--- config.mk ---
export PLATFORM = sky130hd
export DESIGN_NAME = mem_stage
export DESIGN_NICKNAME = d
export VERILOG_FILES = /design/src/rtl/mem_stage.sv
export SDC_FILE = /design/constraint.sdc
export NUM_CORES = 1
export LEC_CHECK = 0
export CELL_PAD_IN_SITES_DETAIL_PLACEMENT = 1
export CELL_PAD_IN_SITES_GLOBAL_PLACEMENT = 1
export CORE_ASPECT_RATIO = 1.2
export CORE_UTILIZATION = 37
export CTS_CLUSTER_DIAMETER = 50
export DETAILED_ROUTE_END_ITERATION = 7
export GPL_TIMING_DRIVEN = 0
export PLACE_DENSITY_LB_ADDON = 0.1
export SLEW_MARGIN = 10
export SYNTH_ARGS = -nofsm -noshare
export SYNTH_HDL_FRONTEND = slang
export SYNTH_SLANG_ARGS = --single-unit
--- constraint.sdc ---
create_clock -name clk -period 31.2 [get_ports clk]
set_input_delay 6.24 -clock clk [delete_from_list [all_inputs] [get_ports clk]]
set_output_delay 6.24 -clock clk [all_outputs]
set_load 0.05 [all_outputs]
--- src/rtl/mem_stage.sv ---
// rtl/mem_stage.sv - memory pipeline stage: data_sram response wait, load extraction, flush drain
module mem_stage #(
    parameter int BUS_IN_WD  = 148,
    parameter int BUS_OUT_WD = 137
) (
    input  logic                  clk,
    input  logic                  reset,
    input  logic                  flush,
    input  logic                  ws_allowin,
    output logic                  ms_allowin,
    input  logic                  es_to_ms_valid,
    input  logic [BUS_IN_WD-1:0]  es_to_ms_bus,
    input  logic                  es_mem_req_ok,
    output logic                  ms_to_ws_valid,
    output logic [BUS_OUT_WD-1:0] ms_to_ws_bus,
    output logic [9:0]            stall_ms_bus,
    output logic [32:0]           forward_ms_bus,
    output logic                  ms_exc_eret,
    input  logic                  data_sram_data_ok,
    input  logic [31:0]           data_sram_rdata
);

    logic                 ms_valid_q, ms_valid_d;
    logic                 mem_wait_q, mem_wait_d;
    logic                 rdata_buf_valid_q, rdata_buf_valid_d;
    logic [31:0]          rdata_buf_q, rdata_buf_d;
    logic [1:0]           discard_cnt_q, discard_cnt_d;
    logic [BUS_IN_WD-1:0] bus_q, bus_d;

    logic        tlb_flush, tlbr, tlbwi, tlbp;
    logic [31:0] index_wdata;
    logic        store_op, bd, exc;
    logic [14:0] exc_type;
    logic        eret, cp0_wen, res_from_cp0;
    logic [7:0]  cp0_addr;
    logic        res_from_mem;
    logic [6:0]  inst_load;
    logic [4:0]  ld_extd_op;
    logic        gr_we;
    logic [4:0]  dest;
    logic [31:0] alu_result, pc;

    assign {tlb_flush, tlbr, tlbwi, tlbp, index_wdata, store_op, bd, exc, exc_type,
            eret, cp0_wen, res_from_cp0, cp0_addr, res_from_mem, inst_load,
            ld_extd_op, gr_we, dest, alu_result, pc} = bus_q;

    logic inst_lb, inst_lbu, inst_lh, inst_lhu, inst_lw, inst_lwl, inst_lwr;
    assign {inst_lb, inst_lbu, inst_lh, inst_lhu, inst_lw, inst_lwl, inst_lwr} = inst_load;

    // Load width is fully encoded by inst_load; these fields only matter upstream.
    logic unused_fields;
    assign unused_fields = ^{ld_extd_op, store_op};

    logic resp_hit, resp_take, ms_ready_go, ms_leave;
    logic [31:0] rdata_sel;

    assign resp_hit       = data_sram_data_ok && (discard_cnt_q == 2'd0);
    assign resp_take      = resp_hit && mem_wait_q && ms_valid_q;
    assign ms_ready_go    = !mem_wait_q || resp_hit;
    assign ms_allowin     = !ms_valid_q || (ms_ready_go && ws_allowin);
    assign ms_to_ws_valid = ms_valid_q && ms_ready_go;
    assign ms_leave       = ms_to_ws_valid && ws_allowin;
    assign rdata_sel      = rdata_buf_valid_q ? rdata_buf_q : data_sram_rdata;

    logic [1:0]  addr_lo;
    logic [31:0] rdata_shr, rdata_shl;
    logic [7:0]  ld_byte;
    logic [15:0] ld_half;
    logic [31:0] ld_result;
    logic [31:0] final_result;
    logic [3:0]  rf_we;

    assign addr_lo   = alu_result[1:0];
    assign rdata_shr = rdata_sel >> {addr_lo, 3'b000};
    // 3 - a equals ~a for a 2-bit offset.
    assign rdata_shl = rdata_sel << {~addr_lo, 3'b000};
    assign ld_byte   = rdata_shr[7:0];
    assign ld_half   = addr_lo[1] ? rdata_sel[31:16] : rdata_sel[15:0];

    always_comb begin
        ld_result = rdata_sel;
        if (inst_lb) begin
            ld_result = {{24{ld_byte[7]}}, ld_byte};
        end else if (inst_lbu) begin
            ld_result = {24'd0, ld_byte};
        end else if (inst_lh) begin
            ld_result = {{16{ld_half[15]}}, ld_half};
        end else if (inst_lhu) begin
            ld_result = {16'd0, ld_half};
        end else if (inst_lwl) begin
            ld_result = rdata_shl;
        end else if (inst_lwr) begin
            ld_result = rdata_shr;
        end else if (inst_lw) begin
            ld_result = rdata_sel;
        end
    end

    always_comb begin
        rf_we = {4{gr_we}};
        if (inst_lwl) begin
            rf_we = (4'b1111 << (~addr_lo)) & {4{gr_we}};
        end else if (inst_lwr) begin
            rf_we = (4'b1111 >> addr_lo) & {4{gr_we}};
        end
        if (exc) begin
            rf_we = 4'b0000;
        end
    end

    assign final_result = res_from_mem ? ld_result : alu_result;

    assign ms_to_ws_bus = {tlb_flush, tlbr, tlbwi, tlbp, index_wdata, bd, exc, exc_type,
                           eret, cp0_wen, res_from_cp0, cp0_addr, rf_we, dest,
                           final_result, pc};

    assign stall_ms_bus   = {{5{ms_valid_q && gr_we}}, dest};
    // Partial-word loads merge in write-back, so they are never forwarded.
    assign forward_ms_bus = {ms_valid_q && gr_we && !res_from_cp0 && ms_ready_go
                             && !(inst_lwl || inst_lwr), final_result};
    assign ms_exc_eret    = ms_valid_q && (exc || eret || tlb_flush);

    logic       inc_wait, inc_new, dec_drop;
    logic [2:0] discard_sum;

    assign inc_wait    = flush && mem_wait_q && ms_valid_q && !resp_hit;
    assign inc_new     = flush && es_mem_req_ok && es_to_ms_valid;
    assign dec_drop    = data_sram_data_ok && (discard_cnt_q != 2'd0);
    assign discard_sum = {1'b0, discard_cnt_q} + {2'b00, inc_wait} + {2'b00, inc_new}
                       - {2'b00, dec_drop};

    always_comb begin
        ms_valid_d        = ms_valid_q;
        mem_wait_d        = mem_wait_q;
        rdata_buf_valid_d = rdata_buf_valid_q;
        rdata_buf_d       = rdata_buf_q;
        bus_d             = bus_q;
        discard_cnt_d     = (discard_sum > 3'd3) ? 2'd3 : discard_sum[1:0];
        if (flush) begin
            ms_valid_d        = 1'b0;
            mem_wait_d        = 1'b0;
            rdata_buf_valid_d = 1'b0;
        end else begin
            if (ms_allowin) begin
                ms_valid_d = es_to_ms_valid;
            end
            // A response in the handoff cycle belongs to the outgoing occupant.
            if (es_to_ms_valid && ms_allowin) begin
                bus_d      = es_to_ms_bus;
                mem_wait_d = es_mem_req_ok;
            end else if (resp_take) begin
                mem_wait_d = 1'b0;
            end
            if (ms_leave) begin
                rdata_buf_valid_d = 1'b0;
            end else if (resp_take) begin
                rdata_buf_valid_d = 1'b1;
                rdata_buf_d       = data_sram_rdata;
            end
        end
    end

    always_ff @(posedge clk) begin
        if (reset) begin
            ms_valid_q        <= 1'b0;
            mem_wait_q        <= 1'b0;
            rdata_buf_valid_q <= 1'b0;
            discard_cnt_q     <= 2'd0;
        end else begin
            ms_valid_q        <= ms_valid_d;
            mem_wait_q        <= mem_wait_d;
            rdata_buf_valid_q <= rdata_buf_valid_d;
            discard_cnt_q     <= discard_cnt_d;
        end
    end

    always_ff @(posedge clk) begin
        bus_q       <= bus_d;
        rdata_buf_q <= rdata_buf_d;
    end

endmodule

==> After elaboration in Yosys (flattened, before gate mapping) <==
Cells that the tools add are included.
{ "word_totals": {"in_bits": 187, "out_inout_bits": 183, "regBits": 185, "elab_cells": 69} }
{ "op_classes": {"shift": 4, "n_bitwise": 5, "n_addsub": 3, "n_reduce_logical": 35, "magnitude_cmp": 1, "mux": 15} }
{ "op_table": {"columns": ["cell", "count"], "rows": [
  ["2-to-1 mux 32 bit", 8],
  ["left shift 32 x 5 -> 32 bit", 1],
  [">> shifter 32 x 5 -> 32 bit", 1],
  ["logical AND 1 bit", 18],
  ["2-to-1 mux 16 bit", 1],
  ["2-to-1 mux 4 bit", 3],
  ["bitwise AND 4 bit", 2],
  ["logical NOT 1 bit", 5],
  ["logical OR 1 bit", 5],
  ["nonzero test 2 bit", 2],
  ["left shift 4 x 2 -> 4 bit, first input constant", 1],
  [">> shifter 4 x 2 -> 4 bit, first input constant", 1],
  ["adder 2 x 1 -> 3 bit", 1],
  ["adder 3 x 1 -> 3 bit", 1],
  ["> comparator 3 x 2 -> 1 bit, second input constant", 1],
  ["AND reduction 3 bit", 1],
  ["OR reduction 3 bit", 1],
  ["subtractor 3 x 1 -> 3 bit", 1],
  ["logical NOT 2 bit", 1],
  ["2-to-1 mux 1 bit", 2],
  ["2-to-1 mux 2 bit", 1],
  ["inverter 1 bit", 2],
  ["inverter 2 bit", 1],
  ["AND reduction 2 bit", 1],
  ["OR reduction 2 bit", 1]
]} }

==> Logic depth before layout (Yosys ltp) <==
{ "depth": {"word_depth": 9, "mapped_depth": 10, "depth_no_buf": 9} }

==> Worst setup path before layout <==
OpenSTA, ideal clock, no wires.
{ "synth_timing": {"kind": "input -> register", "from": "input port data_sram_data_ok", "to": "register bus_q[0] (enable)", "stages": 4, "t_arrival_ps": 17186, "setup_slack_ps": 13168, "cell_sequence": "or3b_2 > nand2_1 > a21boi_0 > nor3b_1"} }
{ "synth_between": {"elab_chain_cells": 6} }
{ "synth_lines": {"columns": ["element", "line", "rtl"], "rows": [
  ["start: declaration", "19", "input logic data_sram_data_ok,"],
  ["logical AND 1 bit", "57", "assign resp_hit = data_sram_data_ok && (discard_cnt_q == 2'd0);"],
  ["logical OR 1 bit", "59", "assign ms_ready_go = !mem_wait_q || resp_hit;"],
  ["logical AND 1 bit", "60", "assign ms_allowin = !ms_valid_q || (ms_ready_go && ws_allowin);"],
  ["logical OR 1 bit", "60", null],
  ["logical AND 1 bit", "148", "if (es_to_ms_valid && ms_allowin) begin"],
  ["AND reduction 2 bit (no line)", null, null],
  ["end signal: assignment", "178", "bus_q <= bus_d;"],
  ["end: declaration", "28", "logic [BUS_IN_WD-1:0] bus_q, bus_d;"]
]} }
Every way passes these cells.
A chain may end at the register's enable or synchronous reset.

==> Worst setup path in the final report <==
{ "layout_timing": {"from": "input port data_sram_rdata[15]", "to": "output port ms_to_ws_bus[45]"} }
{ "layout_between": {"elab_chain_cells": 4} }
{ "layout_lines": {"columns": ["element", "line", "rtl"], "rows": [
  ["start: declaration", "20", "input logic [31:0] data_sram_rdata"],
  ["2-to-1 mux 32 bit", "63", "assign rdata_sel = rdata_buf_valid_q ? rdata_buf_q : data_sram_rdata;"],
  [">> shifter 32 x 5 -> 32 bit", "74", "assign rdata_shr = rdata_sel >> {addr_lo, 3'b000};"],
  ["2-to-1 mux 32 bit", "82", "if (inst_lb) begin"],
  ["2-to-1 mux 32 bit", "111", "assign final_result = res_from_mem ? ld_result : alu_result;"],
  ["end: declaration", "15", "output logic [BUS_OUT_WD-1:0] ms_to_ws_bus,"]
]} }
Every way passes these cells.

==> flow_metrics.tcl <==
set metrics [dict create \
    rsz0062_at_grt "false" \
    drtAntennaViolNets 0 \
    cpPeakStageDelay_ns 0.79 \
    die_w_um 150 \
    startpoint_type "input port" \
    r2r_start "discard_cnt_q[1]" \
    worstRegToRegCells 11 \
    clockPowerShare 0.326 \
    io_buffer_count 362 \
    hold_viol 0 \
    worstSkewPairLatency_ns 0.44 \
    yosysTopAreaCell "edfxtp_1" \
    fin_util 0.565 \
    synth_top_area_share 0.536 \
    hpwlAfterDp_um 29000 \
    clkSlewWorstSetupHoldPaths_ns 0.07 \
    worstPathArrival_ns 9.59 \
    cap_violations 0 \
    switching_share 0.295 \
    slew_headroom 0.230 \
    synthCells 742 \
    tritoncts "yes" \
    syn-mean-instance-area_um2 13.1 \
    dieArea_um2 26900 \
    clock_sinks 178 \
    clock_skew_ns 0.0110 \
    drt_iter0_drc 603 \
    ys_seq_elements 178 \
    gp_congestion 0.929 \
    wl_um 36200 \
    grt-ovfl-total 0 \
    p_switching_mw 0.193 \
    fin_area_um2 14500 \
    fmax_mhz 63.2 \
    ys_warn_count 0 \
    final.period_utilization 0.507 \
    grt_pass1_vias 8093 \
    cts_setup_buffers 0 \
    min_path_cells 2 \
    rows 64 \
    rr_endpoint "bus_q[118]" \
    cts.hold.buffers_added 0 \
    firstDrtPassIters 5 \
    crit_chain "clkdlybuf4s50_1 -> mux2_1 -> o22ai_1 -> o31ai_2 -> clkbuf_1 -> o32a_1 -> buf_4 -> clkdlybuf4s50_1" \
    synthArstFlopShare 0 \
    wl_per_cell_um 24.4 \
    leakage_nw 5.30 \
    die_h_um 179 \
    synth_edf_count 173 \
    internal_power_mw 0.461 \
    grt_pass1_wl_um 51300 \
    area_growth_pct 49.3 \
    tns_ns 0 \
    power_frac_seq 0.424 \
    syn_area_um2 9700 \
    rrSetupSlack_ns 28.11 \
    cts_inserted_buffers 17 \
    clk_path_buf_depth 2 \
    htree_levels 4 \
    root_buffer "clkbuf_16" \
    path_common_cell "clkdlybuf4s50_1" \
    antenna_found_initial 2 \
    grt_max_degree 17 \
    final_cells 1486 \
    seq_area_frac_synth 0.546 \
    syn_nets 932 \
    post-route-min-period_ns 15.83 \
    required_ns 24.96 \
    outcome "finished, final reports clean" \
    worstMarginPinSlew_ns 1.15 \
    hold_path.startpoint "mem_wait_q" \
    synth.area.top_cells "edfxtp_1, buf_4, mux4_2" \
    grtUsageTotal 0.270 \
    power_density_nw_per_um2 45.2 \
    worst-setup-path-type "in2out" \
    synthFlopType "edfxtp_1" \
    post_cts_resize_count 0 \
    drive_gt1_frac 0.226 \
    critPathSlowestCell "clkdlybuf4s50_1" \
    min_path_type "reg2reg" \
    postPlaceCellArea_um2 13900 \
    path_max_fanout 10 \
    setup_violations 0 \
    coreArea_um2 25600 \
    vias_per_cell 5.20 \
    start_util 0.378 \
    ir_drop_v 0.0000380 \
    num-nets-final 1331 \
    place_inst 1452 \
    ys_types 58 \
    drcViolationCount 0 \
    hold_end "mem_wait_q" \
    slew_violations 0 \
    hold_slack_ns 0.625 \
    cp-end-kind "output port" \
    p_comb_frac 0.249 \
    vias 7730 \
    top_level_ports 370 \
]
==> power groups by stage <==
| stage | Combinational [mW] | Sequential [mW] | Clock (mW) |
|---|---|---|---|
| final | 0.163 | 0.278 | 0.213 |
| after global routing | 0.171 | 0.278 | 0.226 |
| after CTS | 0.163 | 0.278 | 0.218 |
| after detailed placement | 0.162 | 0.283 | 0 |
| after global placement | 0.158 | 0.287 | 0 |
| after floorplan | 0.0943 | 0.285 | 0 |
==> cell usage after synthesis, types with 2 or more instances <==
master / n
edfxtp_1: 173
buf_4: 148
mux2i_1: 53
nor2_1: 48
mux4_2: 24
o22ai_1: 24
a21oi_1: 22
clkbuf_1: 20
nand2_1: 20
nand2b_1: 19
nor3_1: 19
mux2_2: 18
a31oi_1: 15
buf_2: 11
o21ai_0: 11
o22a_1: 9
and3_1: 8
nand3_1: 8
a221o_1: 7
inv_1: 7
mux4_1: 7
a211oi_1: 6
o32a_1: 6
or2_2: 6
dfxtp_1: 5
a221oi_1: 3
a311oi_1: 3
nor2b_1: 3
nor3b_1: 3
a22oi_1: 2
and2_1: 2
buf_1: 2
fa_1: 2
nand3b_1: 2
o21ai_1: 2
or3b_2: 2
==> routing by layer <==
metal / GRT usage / up-vias / part of all wire
li1: - / 3487 / -
met3: 0.110 / 48 / 0.11
met5: 0.00185 / - / 0
met2: 0.477 / 381 / 0.52
met4: 0.107 / 0 / 0.031
met1: 0.285 / 3814 / 0.34
==> critical path: cells and delay by family <==
family / cells / cell delay, ns
AOI/OAI and AO/OA: 3 / 1.08
buffers and inverters: 4 / 2.05
muxes: 1 / 0.21
==> cell type report <==
type	instances	area (um^2)
diodes	2	5.00
plain buffers	183	1280
clock buffers	19	433
clock inverters	13	133
fillers	2621	11100
inverters	8	30.0
multi-input cells	373	3100
flip-flops and latches	178	5300
well taps	330	413
repair buffers	380	3780
==> kinds of logic (layout without fill, tap and decap cells) <==
family,count (synthesis),count (layout),share of synthesized area
compound gates,122,122,0.0874
xor+xnor,1,1,0.000903
mux,103,103,0.151
simple gates,144,144,0.0737
flops,178,178,0.546
other cells,0,2,0
buf+inv,191,603,0.135
fa+ha+maj,3,3,0.00542
==> per-stage QoR <==
| stage | power (mW) | worst slack, ns |
|---|---|---|
| final | 0.654 | 15.37 |
| after global routing | 0.675 | 15.13 |
| after CTS | 0.659 | 15.28 |
| after detailed placement | 0.445 | 15.28 |
| after global placement | 0.445 | 7.91 |
| after floorplan | 0.379 | 13.17 |
==> worst max path at each step <==
stage / start / end / slack [ns] / cells past startpoint
final: data_sram_rdata[15] / ms_to_ws_bus[45] / 15.37 / 8
after global routing: data_sram_rdata[15] / ms_to_ws_bus[47] / 15.13 / 9
after CTS: data_sram_rdata[15] / ms_to_ws_bus[47] / 15.28 / 9
after detailed placement: data_sram_rdata[15] / ms_to_ws_bus[47] / 15.28 / 9
after global placement: data_sram_data_ok / bus_q[124] / 7.91 / 5
after floorplan: data_sram_data_ok / bus_q[0] / 13.17 / 4
==> registers in the layout, indices dropped and copies added, names as in the netlist <==
name               cells
bus_q                141
rdata_buf_q           32
discard_cnt_q          2
mem_wait_q             1
ms_valid_q             1
rdata_buf_valid_q      1
==> layout by cell type, fill, tap and decap left out, drive strengths merged, types with 10 or more instances in the layout <==
cell and count:
a21oi 22, a31oi 15, buf 181, clkbuf 39, clkdlybuf4s50 362, edfxtp 173
inv 10, mux2 19, mux2i 53, mux4 31, nand2 20, nand2b 19
nor2 48, nor3 19, o21ai 13, o22ai 24
No activity file was read; power rests on OpenSTA's default activity.
